`src/rtl/ps2_pkg.sv`:
```
// ps2_pkg: shared definitions for the PS/2 host transmitter and its line
// synchroniser. Holds the transmitter state encoding, common keyboard
// command bytes, device reply codes, frame bit-count limits and the parity
// helper used when a byte is latched for sending.
package ps2_pkg;

    // Transmitter state encoding
    typedef logic [2:0] tx_state_t;

    localparam tx_state_t ST_IDLE      = 3'd0;
    localparam tx_state_t ST_INHIBIT   = 3'd1;
    localparam tx_state_t ST_REQ       = 3'd2;
    localparam tx_state_t ST_DATA      = 3'd3;
    localparam tx_state_t ST_ACK       = 3'd4;
    localparam tx_state_t ST_WAIT_IDLE = 3'd5;
    localparam tx_state_t ST_FAIL      = 3'd6;

    // Host-to-keyboard command bytes
    localparam logic [7:0] CMD_SET_LEDS = 8'hED;
    localparam logic [7:0] CMD_ENABLE   = 8'hF4;
    localparam logic [7:0] CMD_RESET    = 8'hFF;
    localparam logic [7:0] CMD_RESEND   = 8'hFE;

    // Keyboard reply codes
    localparam logic [7:0] ACK_CODE = 8'hFA;
    localparam logic [7:0] BAT_OK   = 8'hAA;

    // Bit count after each device falling edge: fall 1 leaves 1, fall 9
    // (parity presented) leaves 9, fall 10 (stop) leaves 10, fall 11 (ACK) 11.
    localparam int unsigned BITCNT_W     = 4;
    localparam logic [3:0]  BITCNT_FIRST = 4'd1;
    localparam logic [3:0]  BITCNT_STOP  = 4'd9;
    localparam logic [3:0]  BITCNT_ACK   = 4'd10;
    localparam logic [3:0]  BITCNT_DONE  = 4'd11;

    // Odd parity: the 9-bit {parity, data} word always has an odd number of ones
    function automatic logic odd_parity(input logic [7:0] data);
        return ~^data;
    endfunction

endpackage

```
`src/rtl/ps2_line_sync.sv`:
```
// ps2_line_sync: brings the asynchronous PS/2 clock and data pad levels into
// the system clock domain through two flops each, and produces a one-cycle
// pulse for every falling edge of the synchronised PS/2 clock. Shared by the
// PS/2 receiver and the host transmitter.
//   clk_i       system clock
//   rst_ni      asynchronous active-low reset (lines assumed idle high)
//   psclk_i     PS/2 clock pad level
//   psdata_i    PS/2 data pad level
//   clk_sync_o  synchronised PS/2 clock
//   data_sync_o synchronised PS/2 data
//   fall_o      one-cycle pulse per PS/2 clock falling edge
module ps2_line_sync (
    input  logic clk_i,
    input  logic rst_ni,
    input  logic psclk_i,
    input  logic psdata_i,
    output logic clk_sync_o,
    output logic data_sync_o,
    output logic fall_o
);

    logic [1:0] clk_ff_d, clk_ff_q;
    logic [1:0] data_ff_d, data_ff_q;
    logic       prev_clk_d, prev_clk_q;

    always_comb begin
        clk_ff_d   = {clk_ff_q[0], psclk_i};
        data_ff_d  = {data_ff_q[0], psdata_i};
        prev_clk_d = clk_ff_q[1];
    end

    // Reset to 1s so an idle bus does not produce a spurious edge at reset exit
    always_ff @(posedge clk_i or negedge rst_ni) begin
        if (!rst_ni) begin
            clk_ff_q   <= 2'b11;
            data_ff_q  <= 2'b11;
            prev_clk_q <= 1'b1;
        end else begin
            clk_ff_q   <= clk_ff_d;
            data_ff_q  <= data_ff_d;
            prev_clk_q <= prev_clk_d;
        end
    end

    assign clk_sync_o  = clk_ff_q[1];
    assign data_sync_o = data_ff_q[1];
    assign fall_o      = prev_clk_q & ~clk_ff_q[1];

endmodule

```
`src/rtl/ps2_host_tx.sv`:
```
// ps2_host_tx: host-to-device PS/2 transmitter. Inhibits the bus, issues a
// request-to-send, then shifts start/data/parity/stop out on device clock
// falling edges and checks the device ACK. Lines are driven open-drain.
//   clk50       system clock
//   reset       asynchronous active-low reset
//   psclk       PS/2 clock pad level (async)
//   psdata      PS/2 data pad level (async)
//   psclk_low   1 = pull psclk low, 0 = release
//   psdata_low  1 = pull psdata low, 0 = release
//   tx_data     byte to send, sampled when tx_start is accepted
//   tx_start    one-cycle request, accepted only when idle
//   tx_busy     high from accept until the end of the transfer
//   tx_done     one-cycle pulse at the end of every transfer
//   tx_error    one-cycle pulse with tx_done on NACK or timeout
module ps2_host_tx #(
    parameter int unsigned INHIBIT_CYCLES     = 5000,
    parameter int unsigned FIRST_EDGE_TIMEOUT = 750000,
    parameter int unsigned BIT_TIMEOUT        = 10000,
    parameter int unsigned CNT_W              = 20
) (
    input  logic       clk50,
    input  logic       reset,
    input  logic       psclk,
    input  logic       psdata,
    output logic       psclk_low,
    output logic       psdata_low,
    input  logic [7:0] tx_data,
    input  logic       tx_start,
    output logic       tx_busy,
    output logic       tx_done,
    output logic       tx_error
);

    import ps2_pkg::*;

    // Timer value seen on the last cycle of each interval
    localparam logic [CNT_W-1:0] INHIBIT_LAST = CNT_W'(INHIBIT_CYCLES - 1);
    localparam logic [CNT_W-1:0] FIRST_LAST   = CNT_W'(FIRST_EDGE_TIMEOUT - 1);
    localparam logic [CNT_W-1:0] BIT_LAST     = CNT_W'(BIT_TIMEOUT - 1);
    localparam logic [CNT_W-1:0] TIMER_ONE    = CNT_W'(1);

    logic clk_sync, data_sync, fall;

    ps2_line_sync u_line_sync (
        .clk_i       (clk50),
        .rst_ni      (reset),
        .psclk_i     (psclk),
        .psdata_i    (psdata),
        .clk_sync_o  (clk_sync),
        .data_sync_o (data_sync),
        .fall_o      (fall)
    );

    tx_state_t           state_d, state_q;
    logic [CNT_W-1:0]    timer_d, timer_q, timer_inc;
    logic [BITCNT_W-1:0] bitcnt_d, bitcnt_q;
    logic [8:0]          shift_d, shift_q;
    logic                psclk_low_d, psclk_low_q;
    logic                psdata_low_d, psdata_low_q;
    logic                busy_d, busy_q;
    logic                done_d, done_q;
    logic                error_d, error_q;

    // Saturating increment so a stuck bus can never wrap the timer back into range
    assign timer_inc = (timer_q == {CNT_W{1'b1}}) ? timer_q : timer_q + TIMER_ONE;

    always_comb begin
        state_d      = state_q;
        timer_d      = timer_inc;
        bitcnt_d     = bitcnt_q;
        shift_d      = shift_q;
        psclk_low_d  = psclk_low_q;
        psdata_low_d = psdata_low_q;
        busy_d       = busy_q;
        done_d       = 1'b0;
        error_d      = 1'b0;

        unique case (state_q)
            ST_IDLE: begin
                timer_d      = '0;
                psclk_low_d  = 1'b0;
                psdata_low_d = 1'b0;
                if (tx_start) begin
                    shift_d     = {odd_parity(tx_data), tx_data};
                    bitcnt_d    = '0;
                    busy_d      = 1'b1;
                    psclk_low_d = 1'b1;
                    state_d     = ST_INHIBIT;
                end
            end
            ST_INHIBIT: begin
                if (timer_q >= INHIBIT_LAST) begin
                    // Start bit goes low in the same cycle the clock is released
                    timer_d      = '0;
                    psclk_low_d  = 1'b0;
                    psdata_low_d = 1'b1;
                    state_d      = ST_REQ;
                end
            end
            ST_REQ: begin
                if (fall) begin
                    psdata_low_d = ~shift_q[0];
                    shift_d      = {1'b0, shift_q[8:1]};
                    bitcnt_d     = BITCNT_FIRST;
                    timer_d      = '0;
                    state_d      = ST_DATA;
                end else if (timer_q >= FIRST_LAST) begin
                    state_d = ST_FAIL;
                end
            end
            ST_DATA: begin
                if (fall) begin
                    timer_d = '0;
                    if (bitcnt_q == BITCNT_STOP) begin
                        psdata_low_d = 1'b0;
                        bitcnt_d     = BITCNT_ACK;
                        state_d      = ST_ACK;
                    end else begin
                        psdata_low_d = ~shift_q[0];
                        shift_d      = {1'b0, shift_q[8:1]};
                        bitcnt_d     = bitcnt_q + 4'd1;
                    end
                end else if (timer_q >= BIT_LAST) begin
                    state_d = ST_FAIL;
                end
            end
            ST_ACK: begin
                if (fall) begin
                    timer_d  = '0;
                    bitcnt_d = BITCNT_DONE;
                    state_d  = data_sync ? ST_FAIL : ST_WAIT_IDLE;
                end else if (timer_q >= BIT_LAST) begin
                    state_d = ST_FAIL;
                end
            end
            ST_WAIT_IDLE: begin
                if (clk_sync && data_sync) begin
                    done_d   = 1'b1;
                    busy_d   = 1'b0;
                    bitcnt_d = '0;
                    timer_d  = '0;
                    state_d  = ST_IDLE;
                end else if (timer_q >= BIT_LAST) begin
                    state_d = ST_FAIL;
                end
            end
            ST_FAIL: begin
                done_d   = 1'b1;
                error_d  = 1'b1;
                busy_d   = 1'b0;
                bitcnt_d = '0;
                timer_d  = '0;
                state_d  = ST_IDLE;
            end
            default: begin
                busy_d  = 1'b0;
                timer_d = '0;
                state_d = ST_IDLE;
            end
        endcase

        // Any path into FAIL lets go of both lines immediately
        if (state_d == ST_FAIL) begin
            psclk_low_d  = 1'b0;
            psdata_low_d = 1'b0;
        end
    end

    always_ff @(posedge clk50 or negedge reset) begin
        if (!reset) begin
            state_q      <= ST_IDLE;
            timer_q      <= '0;
            bitcnt_q     <= '0;
            shift_q      <= '0;
            psclk_low_q  <= 1'b0;
            psdata_low_q <= 1'b0;
            busy_q       <= 1'b0;
            done_q       <= 1'b0;
            error_q      <= 1'b0;
        end else begin
            state_q      <= state_d;
            timer_q      <= timer_d;
            bitcnt_q     <= bitcnt_d;
            shift_q      <= shift_d;
            psclk_low_q  <= psclk_low_d;
            psdata_low_q <= psdata_low_d;
            busy_q       <= busy_d;
            done_q       <= done_d;
            error_q      <= error_d;
        end
    end

    assign psclk_low  = psclk_low_q;
    assign psdata_low = psdata_low_q;
    assign tx_busy    = busy_q;
    assign tx_done    = done_q;
    assign tx_error   = error_q;

endmodule

```
`config.mk`:
```
export PLATFORM = sky130hd
export DESIGN_NAME = ps2_host_tx
export DESIGN_NICKNAME = d
export VERILOG_FILES = /design/src/rtl/ps2_pkg.sv /design/src/rtl/ps2_line_sync.sv /design/src/rtl/ps2_host_tx.sv
export SDC_FILE = /design/constraint.sdc
export NUM_CORES = 1
export LEC_CHECK = 0
export BUFFER_PORTS_ARGS = -buffer_cell sky130_fd_sc_hd__buf_2
export CORE_MARGIN = 2
export CORE_UTILIZATION = 64
export DETAILED_ROUTE_END_ITERATION = 10
export GPL_TIMING_DRIVEN = 1
export PLACE_DENSITY = 0.88
export SETUP_SLACK_MARGIN = 0.4
export SYNTH_ARGS = -nofsm -noshare
export SYNTH_HDL_FRONTEND = slang
export SYNTH_SLANG_ARGS = --single-unit
export TNS_END_PERCENT = 5
```
`constraint.sdc`:
```
create_clock -name clk50 -period 4.15 [get_ports clk50]
set_clock_uncertainty 0.15 [all_clocks]
set_input_delay 0.6225 -clock clk50 [delete_from_list [all_inputs] [get_ports clk50]]
set_output_delay 0.6225 -clock clk50 [all_outputs]
set_load 0.02 [all_outputs]
```
==> results of run 1 <==
[path summary, 6_finish.rpt]
| kind | slack [ps] | endpoint | cells after the start |
|---|---|---|---|
| worst max-delay path | 1320 | psdata_low | 6 |
| worst min-delay path | 210 | u_line_sync.clk_ff_q[1] | 0 |
| worst max register to register | 1320 | psdata_low | 6 |
| worst min register to register | 210 | u_line_sync.clk_ff_q[1] | 0 |
| max in group asynchronous | 2900 | shift_q[1] | 1 |
| min in group asynchronous | 330 | bitcnt_q[0] | 1 |
[synthesized netlist by cell type, types with 6 or more instances]
cell type	number	area share
o21ai_0	20	0.039
mux2i_1	12	0.047
nand2_1	26	0.038
dfrtp_1	41	0.40
clkbuf_1	6	0.0088
inv_1	8	0.012
nor3_1	11	0.022
nor2_1	31	0.045
xnor2_1	15	0.051
nand3_1	11	0.022
a21oi_1	10	0.020
[placed cells by master (no fill, tap or decap), types with 2 or more instances in the layout]
cell	instances
dfrtp_1	41
nor2_1	31
nand2_1	26
o21ai_0	20
buf_2	17
xnor2_1	15
mux2i_1	12
nor3_1	11
nand3_1	11
a21oi_1	10
inv_1	8
a31oi_1	5
clkbuf_8	5
dfstp_2	5
nor4_1	4
a211oi_1	4
xor2_1	4
nand4_1	3
and3_1	3
nor2b_1	3
o31ai_1	3
a221oi_1	3
ha_1	3
or2_2	2
nand3_2	2
nor4b_1	2
[through the flow]
| stage | worst slack (ps) | cell area [um^2] |
|---|---|---|
| 2_1_floorplan | 1930 | 2560 |
| 3_3_place_gp | 1520 | 2660 |
| 3_5_place_dp | 1440 | 2660 |
| 4_1_cts | 1410 | 2780 |
| 5_1_grt | 1170 | 2780 |
| 6_report | 1320 | 2780 |
[flip-flops by register name, summed over array words and instances, names as in the netlist]
signal	count
u_line_sync.clk_ff_q	2
tx_done	1
state_q	3
timer_q	20
tx_error	1
u_line_sync.data_ff_q	2
u_line_sync.prev_clk_q	1
tx_busy	1
psdata_low	1
psclk_low	1
shift_q	9
bitcnt_q	4
[cells by family after synthesis]
| logic type | count (synthesis) | share of synthesized area |
|---|---|---|
| compound gates | 62 | 0.166 |
| xor+xnor | 20 | 0.0714 |
| fa+ha+maj | 3 | 0.0147 |
| buf+inv | 20 | 0.0338 |
| flops | 46 | 0.453 |
| mux | 12 | 0.0470 |
| simple gates | 109 | 0.215 |
[power by group through the flow]
| stage | combinational [W] | clock, W | sequential (W) |
|---|---|---|---|
| after detailed placement | 0.0000351 | 0 | 0.000463 |
| after global placement | 0.0000334 | 0 | 0.000463 |
| after CTS | 0.0000355 | 0.000342 | 0.000455 |
| after global routing | 0.0000387 | 0.000360 | 0.000455 |
| after floorplan | 0.0000158 | 0 | 0.000463 |
| final | 0.0000347 | 0.000338 | 0.000455 |
[layer usage]
| layer | vias up | GRT usage | wire (um) |
|---|---|---|---|
| met3 | 24 | 0.0633 | 384 |
| met5 | - | 0 | 0 |
| met2 | 91 | 0.416 | 2600 |
| met4 | 0 | 0.0995 | 126 |
| met1 | 1027 | 0.366 | 2330 |
| li1 | 1006 | - | - |
[final cells by class]
class / count / area (um^2) / share of cell area
timing repair buffer: 18 / 92.6 / 0.0333
inverter: 9 / 33.8 / 0.0122
clock inverter: 3 / 43.8 / 0.0158
tap: 48 / 60.1 / 0.0216
clock buffer: 5 / 68.8 / 0.0248
sequential: 46 / 1160 / 0.417
multi-input combinational: 206 / 1320 / 0.475
==> impl_metrics.env, run 1 <==
export IMPL_place_hpwl_um=3640
export IMPL_row_count=22
export IMPL_clk_path_buf_depth=2
export IMPL_leakage_nw=1.22
export IMPL_crit_chain="clkinv_1 -> nor3_1 -> o21ai_0 -> a22oi_1 -> a221o_1 -> a31oi_1"
export IMPL_wirelength_um=5430
export IMPL_synth_nets=288
export IMPL_hold_violations=0
export IMPL_drv_cap=0
export IMPL_drc=0
export IMPL_powerDensity_nw_per_um2=298
export IMPL_relSlewSlack=0.333
export IMPL_fin_crit_ps=2830
export IMPL_insertion_delay_ps=310
export IMPL_core_um2=3740
export IMPL_grt_antenna_before_repair=0
export IMPL_globalplace_congestion=0.909
export IMPL_ir_worst_vdd_mv=0.284
export IMPL_drive_gt1_frac=0.153
export IMPL_crit_family="compound AO/OA/AOI/OAI gates"
export IMPL_cts_tree="yes"
export IMPL_ctsResizeCount=0
export IMPL_synth_ff_type="dfrtp_1"
export IMPL_critPathKind="register to register"
export IMPL_grt_usage=0.267
export IMPL_numCtsBuffers=5
export IMPL_setup_viol=0
export IMPL_wl_per_cell_um=16.2
export IMPL_die_h_um=67.2
export IMPL_p_sw_w=0.000181
export IMPL_grt_overflow_total=0
export IMPL_synth_edff_count=0
export IMPL_worst_path_buf_inv=1
export IMPL_setup_tns_ps=0
export IMPL_startpoint_type="register"
export IMPL_cts_clk_slew_worst_paths_ps=90
export IMPL_crit_fanout=14
export IMPL_fin_nets=302
export IMPL_min_period_over_period=0.682
export IMPL_yosysWarnings=0
export IMPL_synth_seq_area_share=0.453
export IMPL_root_buffer="clkbuf_8"
export IMPL_die_area_um2=4520
export IMPL_hp_start="u_line_sync.clk_ff_q[0]"
export IMPL_viasPerCell=6.41
export IMPL_rsz0062_at_grt="no"
export IMPL_drt_iter0_drc=268
export IMPL_cts_setup_buffers=0
export IMPL_grt_pass1_vias=1948
export IMPL_final_util=0.742
export IMPL_clock_sinks=46
export IMPL_crit_required_ps=4140
export IMPL_diodes=0
export IMPL_total_power_w=0.000827
export IMPL_slew_violations=0
export IMPL_timing_hold_ws_ps=211
export IMPL_timing_fmax_mhz=353
export IMPL_yosysUniqueCellTypes=57
export IMPL_dpl_cell_count=327
export IMPL_synthCells=272
export IMPL_ys_ff_latch=46
export IMPL_syn_area_per_cell_um2=9.40
export IMPL_async_flop_share=1.00
export IMPL_pin_count=18
export IMPL_intPower_w=0.000647
export IMPL_grt_max_degree=47
export IMPL_cp_startpoint="state_q[2]"
export IMPL_critPathSlowestCell="nor3_1"
export IMPL_vias=2148
export IMPL_netlist_area_um2=2560
export IMPL_die_w_um=67.2
export IMPL_grt_pass1_wl_um=8980
export IMPL_arrival_ps=2820
export IMPL_cts_hold_fix_buffers=0
export IMPL_p_seq_frac=0.550
export IMPL_sw_frac_of_total=0.219
export IMPL_postRouteAntennaNets=0
export IMPL_end_kind="register"
export IMPL_fin_cells=335
export IMPL_numPortBuffers=17
export IMPL_holdCritPathClass="register to register"
export IMPL_initial_utilization=0.683
export IMPL_num_fill_cells=278
export IMPL_drtPass1Iterations=5
export IMPL_p_comb_frac=0.042
export IMPL_status="finished, final reports clean"
export IMPL_tightest_slew_ps=1000
export IMPL_slowest_delay_ps=740
export IMPL_htreeDepth=2
export IMPL_r2r_start="state_q[2]"
export IMPL_clkPwrFrac=0.408
export IMPL_synthToLayoutAreaGrowth_pct=8.56
Note: power is estimated with default switching activity, not from simulation.
==> run 2, diff against run 1 <==
--- a/config.mk
+++ b/config.mk
@@ -7,10 +7,10 @@
 export LEC_CHECK = 0
 export BUFFER_PORTS_ARGS = -buffer_cell sky130_fd_sc_hd__buf_2
 export CORE_MARGIN = 2
-export CORE_UTILIZATION = 64
+export CORE_UTILIZATION = 54
 export DETAILED_ROUTE_END_ITERATION = 10
 export GPL_TIMING_DRIVEN = 1
-export PLACE_DENSITY = 0.88
+export PLACE_DENSITY = 0.79
 export SETUP_SLACK_MARGIN = 0.4
 export SYNTH_ARGS = -nofsm -noshare
 export SYNTH_HDL_FRONTEND = slang
==> constraint.sdc (replaced) <==
create_clock -name clk50 -period 2.4 [get_ports clk50]
set_clock_uncertainty 0.15 [all_clocks]
set_input_delay 0.36 -clock clk50 [delete_from_list [all_inputs] [get_ports clk50]]
set_output_delay 0.36 -clock clk50 [all_outputs]
set_load 0.02 [all_outputs]
==> run 2 against run 1 <==
The run now ends with hold timing left. Flip-flop and latch count stayed put. Register-to-register slack lost 1200 ps. Global-route usage shrank 4.1 points. Combinational power increased by 80%. Sequential share of layout area decreased by 4.7 points. Wire length is 4.0% higher. Core utilization decreased by 6.6 points. Via count grew 3.6%.
==> impl_metrics.env, run 2 (synthesis gave the netlist of run 1 again) <==
export IMPL_diodes=0
export IMPL_critPathKind="register to register"
export IMPL_setup_viol=0
export IMPL_place_hpwl_um=3590
export IMPL_leakage_nw=1.42
export IMPL_wirelength_um=5650
export IMPL_viasPerCell=5.87
export IMPL_crit_family="simple AND/OR/NAND/NOR gates"
export IMPL_rsz0062_at_grt="yes"
export IMPL_cts_clk_slew_worst_paths_ps=80
export IMPL_core_um2=4630
export IMPL_end_kind="register"
export IMPL_row_count=25
export IMPL_insertion_delay_ps=300
export IMPL_globalplace_congestion=0.926
export IMPL_numPortBuffers=17
export IMPL_grt_pass1_wl_um=9360
export IMPL_crit_fanout=10
export IMPL_p_seq_frac=0.554
export IMPL_clock_sinks=46
export IMPL_timing_hold_ws_ps=-22.2
export IMPL_grt_overflow_total=0
export IMPL_ir_worst_vdd_mv=0.443
export IMPL_grt_antenna_before_repair=0
export IMPL_final_util=0.675
export IMPL_largest_reg_flops=20
export IMPL_violations="hold timing"
export IMPL_slew_violations=0
export IMPL_crit_required_ps=2440
export IMPL_critPathSlowestCell="or4_4"
export IMPL_worst_path_buf_inv=1
export IMPL_intPower_w=0.00112
export IMPL_vias=2226
export IMPL_dp_slack_ps=137
export IMPL_clkPwrFrac=0.403
export IMPL_dpl_cell_count=353
export IMPL_drive_gt1_frac=0.274
export IMPL_grt_pass1_vias=2058
export IMPL_hold_violations=41
export IMPL_powerDensity_nw_per_um2=455
export IMPL_root_buffer="clkbuf_8"
export IMPL_cts_tree="yes"
export IMPL_final_cell_mix="dfrtp_1 (41), buf_4 (36), nor2_1 (31), nand2_1 (25), o21ai_0 (20)"
export IMPL_final_common_cell="dfrtp_1"
export IMPL_die_h_um=72.8
export IMPL_fin_nets=340
export IMPL_relSlewSlack=0.630
export IMPL_p_sw_w=0.000305
export IMPL_drv_cap=0
export IMPL_setup_tns_ps=0
export IMPL_arrival_ps=2290
export IMPL_wl_per_cell_um=14.9
export IMPL_num_fill_cells=348
export IMPL_drt_iter0_drc=244
export IMPL_crit_chain="nand3_2 -> or4_4 -> nor4_2 -> buf_4 -> or3b_2 -> xor2_1 -> nor2_1"
export IMPL_slowest_delay_ps=510
export IMPL_initial_utilization=0.552
export IMPL_drc=0
export IMPL_pin_count=18
export IMPL_p_comb_frac=0.044
export IMPL_numCtsBuffers=5
export IMPL_die_area_um2=5300
export IMPL_startpoint_type="register"
export IMPL_min_period_over_period=0.936
export IMPL_fin_crit_ps=2250
export IMPL_fin_cells=379
export IMPL_drtPass1Iterations=4
export IMPL_holdCritPathClass="primary input to async pin"
export IMPL_layout_setup_ws_ps=154
export IMPL_tightest_slew_ps=555
export IMPL_regMostFlops="timer_q"
export IMPL_postRouteAntennaNets=0
export IMPL_clk_path_buf_depth=2
export IMPL_sw_frac_of_total=0.215
export IMPL_grt_usage=0.226
export IMPL_die_w_um=72.8
export IMPL_synthToLayoutAreaGrowth_pct=22.3
export IMPL_top_regs="timer_q x20, shift_q x9, bitcnt_q x4"
export IMPL_status="finished with violations"
export IMPL_timing_fmax_mhz=445
export IMPL_htreeDepth=2
export IMPL_grt_max_degree=47
-- run 2: path summary, 6_finish.rpt --
kind	startpoint	end	slack, ps	cells after the start
min in group clk50	u_line_sync.data_ff_q[0]	u_line_sync.data_ff_q[1]	210	0
max	timer_q[5]	timer_q[5]	150	7
max in group asynchronous	reset	u_line_sync.prev_clk_q	1740	2
min	reset	timer_q[2]	-20	2
min reg2reg	u_line_sync.data_ff_q[0]	u_line_sync.data_ff_q[1]	210	0
max reg2reg	timer_q[5]	timer_q[5]	150	7
-- run 2: power groups by stage --
stage          registers [W]  clock network [W]  logic (W)
3_5_place_dp        0.000801                  0  0.0000602
3_3_place_gp        0.000801                  0  0.0000586
6_report            0.000787           0.000572  0.0000623
4_1_cts             0.000787           0.000583  0.0000635
5_1_grt             0.000787           0.000620  0.0000710
2_1_floorplan       0.000800                  0  0.0000273
-- run 2: cell type report --
class / count / area [um^2] / area share
Multi-Input combinational cell: 206 / 1360 / 0.436
Sequential cell: 46 / 1160 / 0.370
Timing Repair Buffer: 56 / 395 / 0.126
Clock buffer: 5 / 68.8 / 0.0220
Tap cell: 54 / 67.6 / 0.0216
Clock inverter: 3 / 40.0 / 0.0128
Inverter: 9 / 33.8 / 0.0108
-- run 2: per-layer routing --
metal,vias to the layer above,share of wire,global-route usage
met5,-,0,0
met3,9,0.050,0.0608
met4,0,0.014,0.0679
li1,1079,-,-
met2,73,0.48,0.351
met1,1065,0.46,0.313
-- run 2: timing repair --
item,4_1_cts,5_1_grt
pin swaps,5,5
hold buffers,2,0
hold endpoints to repair,2,0
resized for setup,4,6
setup endpoints to repair,36,38
buffers inserted,14,2
-- run 2: metrics by stage --
step / cell area (um^2) / power, W
finish: 3130 / 0.00142
CTS: 3090 / 0.00143
global placement: 2840 / 0.000859
floorplan: 2560 / 0.000827
global route: 3130 / 0.00148
detailed placement: 2840 / 0.000861
==> run 3, diff against run 2 <==
--- a/config.mk
+++ b/config.mk
@@ -5,10 +5,10 @@
 export SDC_FILE = /design/constraint.sdc
 export NUM_CORES = 1
 export LEC_CHECK = 0
-export BUFFER_PORTS_ARGS = -buffer_cell sky130_fd_sc_hd__buf_2
 export CORE_MARGIN = 2
-export CORE_UTILIZATION = 54
+export CORE_UTILIZATION = 57
 export DETAILED_ROUTE_END_ITERATION = 10
+export DONT_BUFFER_PORTS = 1
 export GPL_TIMING_DRIVEN = 1
 export PLACE_DENSITY = 0.79
 export SETUP_SLACK_MARGIN = 0.4
==> run 3 against run 2 <==
The run now ends clean. Maximum frequency grew 4.1%. Sequential share of layout area shrank 0.39 points. Flip-flop and latch count unchanged. Die area is 5.0% lower. Highest routed layer unchanged.
==> impl_metrics.env, run 3 (synthesis gave the netlist of run 1 again) <==
export IMPL_vias=2245
export IMPL_ir_worst_vdd_mv=0.500
export IMPL_crit_end="psclk_low"
export IMPL_die_h_um=71.0
export IMPL_slew_violations=0
export IMPL_pin_count=18
export IMPL_setup_tns_ps=0
export IMPL_fin_nets=324
export IMPL_cp_startpoint="timer_q[5]"
export IMPL_largest_reg_flops=20
export IMPL_num_fill_cells=293
export IMPL_dp_slack_ps=106
export IMPL_fin_cells=361
export IMPL_total_power_w=0.00154
export IMPL_place_hpwl_um=3830
export IMPL_p_comb_frac=0.038
export IMPL_worst_path_buf_inv=3
export IMPL_htreeDepth=2
export IMPL_wirelength_um=6240
export IMPL_critPathSlowestCell="dfrtp_1"
export IMPL_root_buffer="clkbuf_8"
export IMPL_p_seq_frac=0.512
export IMPL_relSlewSlack=0.716
export IMPL_timing_rr_end="psclk_low"
export IMPL_globalplace_congestion=0.937
export IMPL_viasPerCell=6.22
export IMPL_clkPwrFrac=0.450
export IMPL_synthToLayoutAreaGrowth_pct=23.8
export IMPL_grt_max_degree=47
export IMPL_diodes=0
export IMPL_status="finished, final reports clean"
export IMPL_hold_violations=0
export IMPL_initial_utilization=0.591
export IMPL_final_cell_mix="dfrtp_1 (39), buf_4 (35), nor2_1 (27), nand2_1 (23), o21ai_0 (19)"
export IMPL_core_um2=4320
export IMPL_leakage_nw=1.40
export IMPL_final_common_cell="dfrtp_1"
export IMPL_cp_common_cell="buf_4"
export IMPL_final_util=0.732
export IMPL_sw_frac_of_total=0.203
export IMPL_setup_viol=0
export IMPL_drt_iter0_drc=226
export IMPL_fin_crit_ps=2160
export IMPL_numPortBuffers=0
export IMPL_critPathKind="register to register"
export IMPL_startpoint_type="register"
export IMPL_cts_clk_slew_worst_paths_ps=90
export IMPL_top_regs="timer_q x20, shift_q x9, bitcnt_q x4"
export IMPL_min_period_over_period=0.899
export IMPL_reg2reg_slack_ps=240
export IMPL_slowest_delay_ps=440
export IMPL_postRouteAntennaNets=0
export IMPL_drv_cap=0
export IMPL_grt_pass1_vias=2240
export IMPL_grt_antenna_before_repair=0
export IMPL_crit_fanout=4
export IMPL_intPower_w=0.00123
export IMPL_holdCritPathClass="primary input to register"
export IMPL_grt_pass1_wl_um=10500
export IMPL_r2r_cells=8
export IMPL_timing_fmax_mhz=464
export IMPL_crit_family="compound AO/OA/AOI/OAI gates"
export IMPL_dpl_cell_count=334
export IMPL_die_area_um2=5040
export IMPL_grt_usage=0.262
export IMPL_crit_required_ps=2480
export IMPL_cp_num_cells=8
export IMPL_insertion_delay_ps=300
export IMPL_clock_sinks=46
export IMPL_p_sw_w=0.000311
export IMPL_die_w_um=71.0
export IMPL_r2r_start="timer_q[5]"
export IMPL_drive_gt1_frac=0.272
export IMPL_cts_tree="yes"
export IMPL_numCtsBuffers=5
export IMPL_drtPass1Iterations=5
export IMPL_powerDensity_nw_per_um2=485
export IMPL_wl_per_cell_um=17.3
export IMPL_rsz0062_at_grt="yes"
export IMPL_crit_chain="buf_4 -> nor2_2 -> a31oi_2 -> a2111oi_4 -> buf_4 -> inv_1 -> a221o_1 -> a32oi_1"
export IMPL_tightest_slew_ps=426
export IMPL_end_kind="register"
export IMPL_layout_setup_ws_ps=243
export IMPL_drc=0
export IMPL_regMostFlops="timer_q"
export IMPL_clk_path_buf_depth=2
export IMPL_grt_overflow_total=0
export IMPL_row_count=24
export IMPL_arrival_ps=2230
## run 3: cell count changes in the layout (fill, tap and decap cells not counted), sizes merged
cell	before	now
buf	54	37
dlygate4sd3	2	3
bufinv	1	2
clkinv	3	2
## run 3: through the flow
step	cell area, um^2	hold slack (ps)
6_report	3170	103
5_1_grt	3170	119
4_1_cts	3140	102
3_5_place_dp	2740	-84.0
3_3_place_gp	2740	-84.1
2_1_floorplan	2560	-85.6
## run 3: how the worst min path moves through the flow
stage               cells past startpoint      from  slack (ps)     endpoint
floorplan                               0     reset         -90  bitcnt_q[0]
global placement                        0     reset         -80  timer_q[16]
detailed placement                      0     reset         -80  timer_q[15]
CTS                                     2  tx_start         100      tx_busy
global route                            2  tx_start         120      tx_busy
finish                                  2  tx_start         100      tx_busy
## run 3: routing by layer
metal	routed length (um)	track usage	vias to the layer above
met3	315	0.0399	19
met2	3100	0.425	98
met4	148	0.117	0
met1	2670	0.350	1079
li1	-	-	1049
met5	0	0	-
## run 3: layout make-up
type                    count  area (um^2)  share of cell area
clock buffers               5         68.8              0.0217
clock inverters             3         68.8              0.0217
inverters                   9         33.8              0.0107
multi-input cells         206         1450               0.456
flip-flops and latches     46         1160               0.366
well taps                  52         65.1              0.0205
repair buffers             40          325               0.103
## run 3: power groups by stage
stage	combinational [W]	clock (W)	sequential [W]
final	0.0000576	0.000692	0.000787
after global routing	0.0000638	0.000734	0.000788
after CTS	0.0000581	0.000697	0.000787
after detailed placement	0.0000325	0	0.000802
after global placement	0.0000312	0	0.000801
after floorplan	0.0000273	0	0.000800
## run 3: timing repair
action,in CTS,in global routing
buffers inserted,13,1
endpoints found under the hold margin,48,0
hold buffers,4,0
setup endpoints to repair,29,37
pin swaps,9,1
gates resized for setup,22,6
cloned,1,0
## run 3: worst register-to-register path, delay by kind of cell (launching register included)
family          cells  cell delay [ps]
flops               1              440
compound gates      4             1000
buf+inv             3              390
simple gates        1              110
